$ cat src/rtl/header_bank_buffer.sv
// header_bank_buffer
// Double-buffered byte store for the block header. A byte-serial writer fills
// the back bank one addressed byte at a time while the hashing core reads the
// stable front bank. Per-byte written flags track header completeness; on a
// consumer request with a complete back bank the banks swap in one cycle.
//
// Ports:
//   clk         system clock, rising edge
//   rst         synchronous active-high reset
//   i_data_en   write strobe, one byte per cycle
//   i_data      write byte
//   i_data_sel  byte address of i_data
//   i_clear     discard back-bank contents (highest priority)
//   i_take      promote a full back bank to front
//   o_full      back bank holds all NUM_BYTES bytes
//   o_valid     front bank holds a promoted header
//   o_err       one-cycle pulse after a rejected write
//   o_count     distinct bytes written in the back bank
//   chunk_1     front bytes [CHUNK1_BYTES-1:0], byte 0 in the low bits
//   chunk_2     front bytes [NUM_BYTES-1:CHUNK1_BYTES]
//   difficulty  front bytes [TARGET_OFS +: TARGET_BYTES]
//
// Back-bank states:
//   state      | meaning
//   ST_EMPTY   | no bytes written
//   ST_FILLING | some but not all bytes written
//   ST_FULL    | every byte written, ready to swap
module header_bank_buffer #(
  parameter int NUM_BYTES    = 80,
  parameter int ADDR_W       = 7,
  parameter int CHUNK1_BYTES = 64,
  parameter int TARGET_OFS   = 72,
  parameter int TARGET_BYTES = 4
) (
  input  logic                                  clk,
  input  logic                                  rst,
  input  logic                                  i_data_en,
  input  logic [7:0]                            i_data,
  input  logic [ADDR_W-1:0]                     i_data_sel,
  input  logic                                  i_clear,
  input  logic                                  i_take,
  output logic                                  o_full,
  output logic                                  o_valid,
  output logic                                  o_err,
  output logic [ADDR_W:0]                       o_count,
  output logic [CHUNK1_BYTES*8-1:0]             chunk_1,
  output logic [(NUM_BYTES-CHUNK1_BYTES)*8-1:0] chunk_2,
  output logic [TARGET_BYTES*8-1:0]             difficulty
);

  localparam logic [ADDR_W:0] NUM_W = (ADDR_W+1)'(NUM_BYTES);
  localparam logic [ADDR_W:0] ONE_W = (ADDR_W+1)'(1);

  typedef enum logic [1:0] {
    ST_EMPTY   = 2'd0,
    ST_FILLING = 2'd1,
    ST_FULL    = 2'd2
  } state_t;

  state_t state_q, state_d;

  logic [1:0][NUM_BYTES-1:0][7:0] bank_q, bank_d;
  logic [NUM_BYTES-1:0]           flag_q, flag_d;
  logic [ADDR_W:0]                count_q, count_d;
  logic                           ptr_q, ptr_d;
  logic                           valid_q, valid_d;
  logic                           err_q, err_d;

  logic in_range;
  logic swap;
  logic wr_acc;
  logic back_sel;

  always_comb begin
    in_range = ({1'b0, i_data_sel} < NUM_W);
    swap     = i_take && (state_q == ST_FULL) && !i_clear;
    // A full bank still accepts a write when it swaps in the same cycle.
    wr_acc   = i_data_en && in_range && !i_clear && ((state_q != ST_FULL) || swap);
    // During a swap the old front becomes the back bank and takes the write.
    back_sel = swap ? ptr_q : ~ptr_q;
    ptr_d    = ptr_q ^ swap;
    valid_d  = valid_q | swap;
    err_d    = i_data_en && !i_clear && (!in_range || ((state_q == ST_FULL) && !swap));

    bank_d  = bank_q;
    flag_d  = flag_q;
    count_d = count_q;

    if (i_clear) begin
      flag_d  = '0;
      count_d = '0;
    end else begin
      if (swap) begin
        flag_d  = '0;
        count_d = '0;
      end
      if (wr_acc) begin
        bank_d[back_sel][i_data_sel] = i_data;
        if (!flag_d[i_data_sel]) begin
          flag_d[i_data_sel] = 1'b1;
          count_d            = count_d + ONE_W;
        end
      end
    end

    state_d = ST_FILLING;
    if (count_d == '0) begin
      state_d = ST_EMPTY;
    end else if (count_d == NUM_W) begin
      state_d = ST_FULL;
    end
  end

  always_ff @(posedge clk) begin
    if (rst) begin
      state_q <= ST_EMPTY;
      bank_q  <= '0;
      flag_q  <= '0;
      count_q <= '0;
      ptr_q   <= 1'b0;
      valid_q <= 1'b0;
      err_q   <= 1'b0;
    end else begin
      state_q <= state_d;
      bank_q  <= bank_d;
      flag_q  <= flag_d;
      count_q <= count_d;
      ptr_q   <= ptr_d;
      valid_q <= valid_d;
      err_q   <= err_d;
    end
  end

  assign o_full     = (state_q == ST_FULL);
  assign o_valid    = valid_q;
  assign o_err      = err_q;
  assign o_count    = count_q;
  assign chunk_1    = bank_q[ptr_q][CHUNK1_BYTES-1:0];
  assign chunk_2    = bank_q[ptr_q][NUM_BYTES-1:CHUNK1_BYTES];
  assign difficulty = bank_q[ptr_q][TARGET_OFS +: TARGET_BYTES];

endmodule

$ cat config.mk
export PLATFORM = sky130hd
export DESIGN_NAME = header_bank_buffer
export DESIGN_NICKNAME = d
export VERILOG_FILES = /design/src/rtl/header_bank_buffer.sv
export SDC_FILE = /design/constraint.sdc
export NUM_CORES = 2
export LEC_CHECK = 0
export CAP_MARGIN = 20
export CORE_ASPECT_RATIO = 0.75
export CORE_MARGIN = 2
export CORE_UTILIZATION = 56
export CTS_CLUSTER_SIZE = 12
export DETAILED_ROUTE_END_ITERATION = 8
export PLACE_DENSITY = 0.77
export SYNTH_ARGS = -nofsm -noshare
export SYNTH_HDL_FRONTEND = slang
export SYNTH_SLANG_ARGS = --single-unit
$ cat constraint.sdc
create_clock -name clk -period 3.4 [get_ports clk]
set_input_delay 0.68 -clock clk [delete_from_list [all_inputs] [get_ports clk]]
set_output_delay 0.68 -clock clk [all_outputs]
set_load 0.005 [all_outputs]
==> impl_metrics.csv <==
group,metric,value,unit
yosys,synth_top_cell_by_area,"dfxtp_1",
yosys,syn_inst,6398,
yosys,syn_area,58400,µm²
cts,cts_made_buffers,140,
setup_path,critPathRequiredTime,2.72,ns
yosys,ys_seq_area_share,47.1,%
yosys,ys_types,71,
placed_design,pre_cts_ws,-0.172,ns
yosys,synth.net_count,6419,
setup_path,slowest_delay,0.47,ns
min_path,hold_path_class,"input pin to flip-flop",
final_layout,drive_above_1_share,18.8,%
yosys,synthTopCellsByArea,"dfxtp_1 (47%), mux2_2 (12%), mux2i_1 (11%)",
placed_design,gp_congestion,0.902,
yosys,synth.top_cell.area_share,47.1,%
detailed_routing,num_vias,50864,
run_status,status,"finished clean",
setup_path,cp_cell_sequence,"buf_12 -> buf_12 -> buf_16 -> mux2_2 -> clkdlybuf4s50_1",
yosys,synth_top_cells_by_count,"dfxtp_1 (1373), nor2_1 (836), nand2_1 (739)",
timing,hold_viol,0,
setup_path,critPathCaptureType,"output port",
yosys,synth_ff_type,"dfxtp_1",
placed_design,dp.cells,8295,
run,drv_cap,0,
setup_path,start_kind,"flip-flop",
detailed_routing,wl_per_cell,22.6,µm
power,power.leakage,25.3,nW
timing,rsz0062_at_grt,"false",
cts,cts_buffer_depth,3,
timing,setup_viol,0,
global_route,grt_first_pass_wirelength,292000,µm
setup_path,slowest_stage,"clkdlybuf4s50_1",
floorplan,die_x,377,µm
yosys,yosys_warnings,0,
timing,max-slew-margin-rel,32.1,%
timing,finalCritPeriodShare,98.7,%
cts,cts.sinks,1373,
yosys,yosysMostFrequentCell,"dfxtp_1",
detailed_routing,detail_route.first_pass.iterations,6,
cts,cts_tree,"yes",
global_route,grt_antenna_before_repair,5,
timing,worst_pin_slew,1.01,ns
yosys,synth_seq_cells,1373,
cts,holdBufCountCts,0,
detailed_routing,via_per_inst,5.97,
cts,clock_latency,0.78,ns
setup_path,crit_path_max_fanout,45,
timing,period_minus_slack,3.36,ns
global_route,grtUsageTotal,34.6,%
detailed_routing,route.final.wire_length,192000,µm
power,ir_drop,0.399,mV
setup_path,path_common_cell,"buf_12",
floorplan,start_util,56.5,%
floorplan,dieArea,107000,µm²
floorplan,rows,102,
floorplan,die_h,284,µm
yosys,synth-edff-count,0,
final_layout,syn2layout_area_growth,25.1,%
timing,fin_skew,0.0244,ns
floorplan,pin_count,703,
placed_design,hpwl,123000,µm
cts,cts-root-buf,"clkbuf_16",
setup_path,critPathKind,"flip-flop to output port",
yosys,avgSynthCellArea,9.13,µm²
detailed_routing,post-route-drc-count,0,
final_layout,post_layout_nonfiller_instances,8521,
yosys,async_flop_share,0,%
global_route,grt_pass1_vias,48990,
cts,htree_levels,4,
final_layout,layout.nets,7112,
placed_design,port_buffers,702,
power,power.density,439,nW/µm²
floorplan,coreArea,103000,µm²
timing,fmax,298,MHz
timing,maxSlewViolCount,0,
global_route,grt_max_degree,225,
setup_path,critPathArrivalTime,2.68,ns
global_route,overflow,0,
setup_path,r2r_slack,0.60,ns
cts,clk_pin_slew_worst_paths,0.06,ns
detailed_routing,drt-initial-drc-count,5026,
timing,worst_slack,0.0428,ns
detailed_routing,drtAntennaViolNets,0,
worst max-delay path: cells and delay by family, from the launching register on:
family / cells / cell delay (ns)
buffers and inverters: 4 / 1.07
DFF: 1 / 0.37
muxes: 1 / 0.41
routing by layer:
metal | wire length [µm] | up-vias | global-route usage, % | part of all wire (%)
met5 | 37 | - | 0 | 0.019
met4 | 9080 | 6 | 17.0 | 4.7
met3 | 15200 | 445 | 5.52 | 7.9
met2 | 86900 | 2281 | 53.6 | 45
met1 | 81300 | 24755 | 46.8 | 42
li1 | - | 23377 | - | -
where the power goes:
part	total [mW]	internal [mW]	switching [mW]	leakage, nW
sequential	16.1	16.1	0.00660	11.1
clock	14.7	8.24	6.44	2.06
combinational	1.29	0.288	1.00	12.2
total	32.1	24.6	7.45	25.3
cells by family after synthesis:
logic type	after synthesis	synth area share (%)
AND/OR/NAND/NOR	2299	17.2
flip-flops	1373	47.1
multiplexers	1300	23.7
AO/OA/AOI/OAI	849	7.96
buffers and inverters	567	3.97
XOR/XNOR	9	0.135
adder cells (fa/ha/maj)	1	0.0214
registers in the layout (all words and copies together), names as in the netlist:
signal   flops
bank_q    1280
flag_q      80
o_count      8
state_q      2
o_err        1
o_valid      1
ptr_q        1
metrics by stage:
step                      TNS (ns)  power, mW  hold slack, ns  cell area [µm²]  utilization [%]
after global routing             0       32.9           0.330            73100             70.7
final                            0       32.1           0.326            73100             70.7
after floorplan                  0       17.2           0.433            58400                -
after CTS                        0       32.1           0.309            73000             70.6
after detailed placement     -2.07       17.7           0.443            68700             66.4
after global placement      -0.142       17.7           0.438            68700             66.4
path summary, 6_finish.rpt:
| path | from | end | depth (start not counted) |
|---|---|---|---|
| setup / recovery | ptr_q | chunk_1[491] | 5 |
| hold / removal | rst | bank_q[445] | 2 |
| hold reg to reg | bank_q[1258] | bank_q[1258] | 2 |
| setup reg to reg | state_q[0] | state_q[0] | 12 |
area by class of cell:
| class | count | area, µm² |
|---|---|---|
| Antenna cell | 5 | 12.5 |
| Clock buffer | 198 | 4000 |
| Clock inverter | 17 | 229 |
| Fill cell | 7788 | 30300 |
| Inverter | 8 | 30.0 |
| Multi-Input combinational cell | 4458 | 28700 |
| Sequential cell | 1373 | 27500 |
| Tap cell | 1352 | 1690 |
| Timing Repair Buffer | 1110 | 10900 |
cells in the final DEF (no fill, tap or decap), types with 8 or more instances in the layout:
master / instances
mux2i_1: 648
o21ai_0: 75
dfxtp_1: 1372
nand2_1: 734
nor2_1: 835
buf_12: 54
buf_6: 12
a21oi_1: 650
buf_4: 341
clkdlybuf4s50_1: 687
a22oi_1: 77
clkbuf_1: 36
inv_1: 8
clkbuf_8: 17
nor2b_1: 12
mux2_2: 648
nand3_1: 588
clkbuf_16: 146
nor3_2: 72
timing repair:
action | CTS | global route
gates cloned | 2 | 1
buffers inserted | 3 | 0
endpoints found under the setup margin | 279 | 15
gates resized for setup | 9 | 5
pin swaps | 0 | 0
(Power assumes the default switching activity.)
